===== config.mk =====
export PLATFORM = sky130hd
export DESIGN_NAME = display_scan_controller
export DESIGN_NICKNAME = d
export VERILOG_FILES = /design/src/rtl/display_scan_controller.sv
export SDC_FILE = /design/constraint.sdc
export NUM_CORES = 1
export LEC_CHECK = 0
export CORE_ASPECT_RATIO = 0.7
export CORE_MARGIN = 5
export CORE_UTILIZATION = 56
export CTS_BUF_LIST = sky130_fd_sc_hd__clkbuf_8
export CTS_CLUSTER_DIAMETER = 50
export DETAILED_ROUTE_END_ITERATION = 10
export PLACE_DENSITY = 0.82
export SYNTH_ARGS = -nofsm -noshare
export SYNTH_HDL_FRONTEND = slang
export SYNTH_SLANG_ARGS = --single-unit
export TNS_END_PERCENT = 20

===== constraint.sdc =====
create_clock -name clk_in -period 3.45 [get_ports clk_in]
set_input_delay 0.69 -clock clk_in [delete_from_list [all_inputs] [get_ports clk_in]]
set_output_delay 0.69 -clock clk_in [all_outputs]
set_load 0.1 [all_outputs]

===== src/rtl/display_scan_controller.sv =====
// Time-multiplexed 7-segment scan sequencer with a programmable tick prescaler.
// Inputs are shadowed once per frame so a frame is never torn by mid-scan updates.
module display_scan_controller #(
  parameter int DIGITS      = 4,
  parameter int DIV_W       = 16,
  parameter int BLANK_TICKS = 1,
  parameter int DRIVE_TICKS = 2
) (
  input  logic                       clk_in,
  input  logic                       reset,
  input  logic                       enable,
  input  logic [DIV_W-1:0]           refresh_div,
  input  logic [4*DIGITS-1:0]        digits,
  input  logic [DIGITS-1:0]          dp_mask,
  output logic [DIGITS-1:0]          an,
  output logic [6:0]                 seg,
  output logic                       dp,
  output logic [$clog2(DIGITS)-1:0]  scan_idx,
  output logic                       busy,
  output logic                       frame_done
);

  localparam int unsigned IW        = $clog2(DIGITS);
  localparam int          MAX_TICKS = (BLANK_TICKS > DRIVE_TICKS) ? BLANK_TICKS : DRIVE_TICKS;
  localparam int unsigned TW        = $clog2(MAX_TICKS + 1);

  typedef enum logic [1:0] {IDLE, LOAD, BLANK, DRIVE} state_t;

  localparam state_t FIRST_ST = (BLANK_TICKS > 0) ? BLANK : DRIVE;

  state_t                state, state_n;
  logic [DIV_W-1:0]      cnt, cnt_n;
  logic [TW-1:0]         tcnt, tcnt_n;
  logic [DIV_W-1:0]      div_sh;
  logic [4*DIGITS-1:0]   digits_sh;
  logic [DIGITS-1:0]     dp_sh;
  logic [IW-1:0]         idx_n;
  logic                  fd_n;
  logic                  tick_c;
  logic                  last_blank_c;
  logic                  last_drive_c;
  logic [3:0]            nib_c;
  logic [DIGITS-1:0]     an_n;
  logic [6:0]            seg_n;
  logic                  dp_n;

  function automatic logic [6:0] hex7(input logic [3:0] n);
    case (n)
      4'h0: hex7 = 7'h40;  4'h1: hex7 = 7'h79;  4'h2: hex7 = 7'h24;  4'h3: hex7 = 7'h30;
      4'h4: hex7 = 7'h19;  4'h5: hex7 = 7'h12;  4'h6: hex7 = 7'h02;  4'h7: hex7 = 7'h78;
      4'h8: hex7 = 7'h00;  4'h9: hex7 = 7'h10;  4'hA: hex7 = 7'h08;  4'hB: hex7 = 7'h03;
      4'hC: hex7 = 7'h46;  4'hD: hex7 = 7'h21;  4'hE: hex7 = 7'h06;  default: hex7 = 7'h0E;
    endcase
  endfunction

  // State register, counters, shadows and registered outputs
  always_ff @(posedge clk_in) begin
    if (reset) begin
      state      <= IDLE;
      cnt        <= '0;
      tcnt       <= '0;
      div_sh     <= '0;
      digits_sh  <= '0;
      dp_sh      <= '0;
      an         <= '1;
      seg        <= 7'h7F;
      dp         <= 1'b1;
      scan_idx   <= '0;
      busy       <= 1'b0;
      frame_done <= 1'b0;
    end else begin
      state      <= state_n;
      cnt        <= cnt_n;
      tcnt       <= tcnt_n;
      an         <= an_n;
      seg        <= seg_n;
      dp         <= dp_n;
      scan_idx   <= idx_n;
      busy       <= (state_n != IDLE);
      frame_done <= fd_n;
      // Capture on the edge entering LOAD so shadows are valid for the first digit
      if (state_n == LOAD) begin
        div_sh    <= refresh_div;
        digits_sh <= digits;
        dp_sh     <= dp_mask;
      end
    end
  end

  // Next state, counters and next output values
  always_comb begin
    state_n      = state;
    idx_n        = scan_idx;
    cnt_n        = '0;
    tcnt_n       = '0;
    fd_n         = 1'b0;
    tick_c       = (cnt == div_sh);
    last_blank_c = (32'(tcnt) == 32'(BLANK_TICKS - 1));
    last_drive_c = (32'(tcnt) == 32'(DRIVE_TICKS - 1));

    case (state)
      IDLE: begin
        if (enable) state_n = LOAD;
      end
      LOAD: begin
        if (!enable) state_n = IDLE;
        else         state_n = FIRST_ST;
      end
      BLANK: begin
        if (!enable) begin
          state_n = IDLE;
        end else if (tick_c && last_blank_c) begin
          state_n = DRIVE;
        end else if (tick_c) begin
          tcnt_n = tcnt + TW'(1);
        end else begin
          cnt_n  = cnt + DIV_W'(1);
          tcnt_n = tcnt;
        end
      end
      DRIVE: begin
        // A completed frame takes precedence over a late enable drop
        if (tick_c && last_drive_c && (scan_idx == IW'(DIGITS - 1))) begin
          fd_n    = 1'b1;
          state_n = enable ? LOAD : IDLE;
        end else if (!enable) begin
          state_n = IDLE;
        end else if (tick_c && last_drive_c) begin
          idx_n   = scan_idx + IW'(1);
          state_n = FIRST_ST;
        end else if (tick_c) begin
          tcnt_n = tcnt + TW'(1);
        end else begin
          cnt_n  = cnt + DIV_W'(1);
          tcnt_n = tcnt;
        end
      end
      default: state_n = IDLE;
    endcase

    if (state_n == IDLE || state_n == LOAD) idx_n = '0;

    nib_c = 4'(digits_sh >> {idx_n, 2'b00});
    an_n  = '1;
    seg_n = 7'h7F;
    dp_n  = 1'b1;
    if (state_n == DRIVE) begin
      an_n  = ~(DIGITS'(1) << idx_n);
      seg_n = hex7(nib_c);
      dp_n  = ~dp_sh[idx_n];
    end
  end

endmodule

==> metrics.log <==
INFO  metric worstMarginPinSlew = 0.989 ns
INFO  metric clock.fmax = roughly 0.32 GHz
INFO  metric reg2reg_from = cnt[9]
INFO  metric final_sum_of_negative_setup_slack = 0 ns
INFO  metric rrSetupSlack = slightly above 0.3 ns
INFO  metric crit_type = reg -> reg
INFO  metric synth_top_cells_by_area = sky130_fd_sc_hd__dfxtp_1, sky130_fd_sc_hd__mux2i_1, sky130_fd_sc_hd__nor2_1, sky130_fd_sc_hd__xor2_1, sky130_fd_sc_hd__ha_1
INFO  metric report.final.setup_viol = 0
INFO  metric post_cts.repair.setup_buffers = 0
INFO  metric hold_path_depth = 2
INFO  metric clk-insertion-delay-late = 0.34 ns
INFO  metric place.gp.congestion = between 0.9 and 1
INFO  metric synthesis.area = 3600 um2
INFO  metric beginning_of_the_critical_path = cnt[9]
INFO  metric fillCellCount = between 400 and 500
INFO  metric status = finished, final reports clean
INFO  metric avgSynthCellArea = 9.44 um2
INFO  metric clk_path_buf_depth = 2
INFO  metric relative_slew_slack = approximately 34%
INFO  metric grt_pass1_wl = around 15 mm
INFO  metric port_buffers = 54
INFO  metric hpwl = roughly 6.4 mm
INFO  metric track_usage = between 20 and 25%
INFO  metric slew_viol_final = 0
INFO  metric number_of_top_level_design_ports = 55
INFO  metric type_of_destination_of_the_critical_path = flop
INFO  metric die_x = about 110 um
INFO  metric vias_in_the_first_global_route = 2938
INFO  metric finalHoldViolCount = 0
INFO  metric num-nets-final = about 490
INFO  metric postLayoutCoreUtil = around 71%
INFO  metric dr_total_vias = between 3000 and 4000
INFO  metric worst_r2r_path_depth = 11
INFO  metric cts.reportedPaths.clkPinSlew = about 0.080 ns
INFO  metric max_vdd_drop = just over 0.0003 V
INFO  metric fp.dieH = roughly 77 um
INFO  metric area_growth = 23.7%
INFO  metric hold_buffers = 0
INFO  metric post_drt_wl_per_cell = approximately 16 um
INFO  metric detail-route-antenna-nets = 0
INFO  metric ys_top_cells_by_count = sky130_fd_sc_hd__dfxtp_1, sky130_fd_sc_hd__nor2_1, sky130_fd_sc_hd__mux2i_1
INFO  metric ys_async_sr_fraction = 0%
INFO  metric gr-total-overflow = 0
INFO  metric dr.pass1.iters = 6
INFO  metric worstReg2RegEnd = seg[0]
INFO  metric holdPathEnd = tcnt[1]
INFO  metric yosysWarnings = 0
INFO  metric fin_worst_skew = 0.00833 ns
INFO  metric routed_wl = around 8.6 mm
INFO  metric post_dp_cell_area = ~4200 um2
INFO  metric time_the_worst_path_needs_with_i_o_delays_and_setup = between 3 and 4 ns
INFO  metric antenna_found_initial = 0
INFO  metric synth.largest_area_cell = sky130_fd_sc_hd__dfxtp_1
INFO  metric post-route-drc-count = 0
INFO  metric core = around 6200 um2
INFO  metric tritoncts_num_sinks = 72
INFO  metric setup.worst_path.start_class = flop
INFO  metric synth.most_common_cell = sky130_fd_sc_hd__dfxtp_1
INFO  metric clock_tree.htree_level_count = 3
INFO  metric synth_top_area_share = between 30% and 40%
INFO  metric number_of_enable_type_register_cells_in_the_synthesized_netlist = 0
INFO  metric synth_fp_nets = between 400 and 500
INFO  metric clk_root_buffer_cell = sky130_fd_sc_hd__clkbuf_8
INFO  metric timing.critical_path.fanout_max = 13
INFO  metric placement_rows = 24
INFO  metric drt_iter0_markers = 217
INFO  metric grt_start_max_net_pins = 40
INFO  metric tritoncts.num_buffers = 9
INFO  metric hold_path_class = reg -> reg
INFO  metric postSynthRegisterBits = slightly above 70
INFO  metric worstHoldStart = tcnt[1]
INFO  metric post_cts_resized = 0
INFO  metric power.density = around 430 nW/um2
INFO  metric synth-seq-area-share = between 30% and 40%
INFO  metric netlist_instances = between 300 and 400
INFO  metric cts_tree = done
INFO  metric area_of_the_die = a little over 8000 um2
INFO  metric fin_area = about 4500 um2
INFO  metric arrival = 3.38 ns
INFO  metric synth_top_flop_cell = sky130_fd_sc_hd__dfxtp_1
INFO  metric cp.required = roughly 3.7 ns
INFO  metric final_layout_size_suffix_gt1_share = a little under an eighth
INFO  metric detail_route.vias_per_cell = approximately 5.7
INFO  metric start_util = between 50% and 60%
INFO  metric min_period_over_period = around nine tenths
INFO  metric cap_viol_max_count = 0
INFO  metric static_leakage = ~1.8 nW
INFO  metric diodes = 0
INFO  metric rsz0062_at_grt = no
INFO  metric ys_types = 54
-- routing by layer --
layer | GRT usage (%) | up-vias | routed length, um
li1 | - | 1472 | -
met1 | 31.3 | 1373 | 4190
met2 | 33.0 | 143 | 3630
met3 | 5.87 | 13 | 672
met4 | 6.60 | 0 | 113
met5 | 0 | - | 0
-- stage by stage --
stage               std cells  power [W]  worst slack, ns  hold WS, ns
global placement          510    0.00117            0.206        0.470
global route              526    0.00199            0.109        0.531
detailed placement        510    0.00118            0.144        0.482
finish                    526    0.00191            0.302        0.503
CTS                       526    0.00193            0.364        0.499
floorplan                 382    0.00109           0.0867        0.451
-- power by group --
group	leakage (nW)	total (W)	switching, W	internal, W
sequential	0.588	0.000892	0.0000274	0.000865
combinational	1.07	0.000268	0.000140	0.000128
clock	0.117	0.000751	0.000306	0.000445
-- cells in the final DEF, fill, tap and decap left out, drive strengths merged, types with 2 or more instances in the layout --
cell type / synthesis / final
dfxtp: 72 / 72
nor2: 65 / 65
clkdlybuf4s50: 0 / 52
mux2i: 41 / 41
xor2: 25 / 25
nand2: 19 / 19
inv: 16 / 17
nand3: 17 / 17
buf: 10 / 14
clkbuf: 6 / 11
ha: 10 / 10
a21oi: 10 / 10
and3: 9 / 9
nor3: 8 / 8
nor4: 8 / 8
o21ai: 8 / 8
a31oi: 7 / 7
xnor2: 6 / 6
a211oi: 5 / 5
o211ai: 4 / 4
a21o: 3 / 3
a22o: 3 / 3
a211o: 3 / 3
nor2b: 3 / 3
a2111oi: 3 / 3
a21boi: 3 / 3
a221oi: 2 / 2
o221ai: 2 / 2
o31a: 2 / 2
bufinv: 0 / 2
nand4: 2 / 2
and4: 2 / 2
o22ai: 2 / 2
-- flip-flops by register name (all words and copies together) (netlist names) --
signal,flops
cnt,16
digits_sh,16
div_sh,16
seg,7
an,4
dp_sh,4
scan_idx,2
state,2
tcnt,2
busy,1
dp,1
frame_done,1
-- worst max path at each step --
stage,to,slack (ns)
floorplan,seg[0],0.09
global placement,seg[3],0.21
detailed placement,seg[3],0.14
CTS,seg[0],0.36
global route,seg[0],0.11
finish,seg[0],0.30
-- worst max-delay path, stage by stage (launching register included) --
cell and delay [ns]:
sky130_fd_sc_hd__dfxtp_1 0.42, sky130_fd_sc_hd__xor2_1 0.10, sky130_fd_sc_hd__nor4_2 0.44, sky130_fd_sc_hd__and4_4 0.42
sky130_fd_sc_hd__a21o_1 0.33, sky130_fd_sc_hd__a21oi_2 0.09, sky130_fd_sc_hd__a221oi_2 0.31, sky130_fd_sc_hd__inv_1 0.12
sky130_fd_sc_hd__ha_1 0.27, sky130_fd_sc_hd__nor4_1 0.32, sky130_fd_sc_hd__a32o_1 0.18, sky130_fd_sc_hd__nor3_1 0.05
-- final cells by class --
| type | instances | area, um2 | area share, % |
|---|---|---|---|
| clock buffer | 11 | 151 | 3.40 |
| clock inverter | 5 | 80.1 | 1.80 |
| inverter | 16 | 60.1 | 1.35 |
| multi-input combinational | 278 | 1990 | 44.6 |
| sequential | 72 | 1440 | 32.4 |
| tap | 78 | 97.6 | 2.19 |
| timing repair buffer | 66 | 638 | 14.3 |
-- cells by family (layout without fill, tap and decap cells) --
logic type	count (synthesis)	count (layout)	synth area share (%)
compound gates	61	61	13.7
xor+xnor	31	31	7.53
fa+ha+maj	10	10	3.47
buf+inv	32	98	4.89
flops	72	72	40.0
mux	42	42	11.7
simple gates	134	134	18.7
Note: power is estimated with default switching activity, not from simulation.
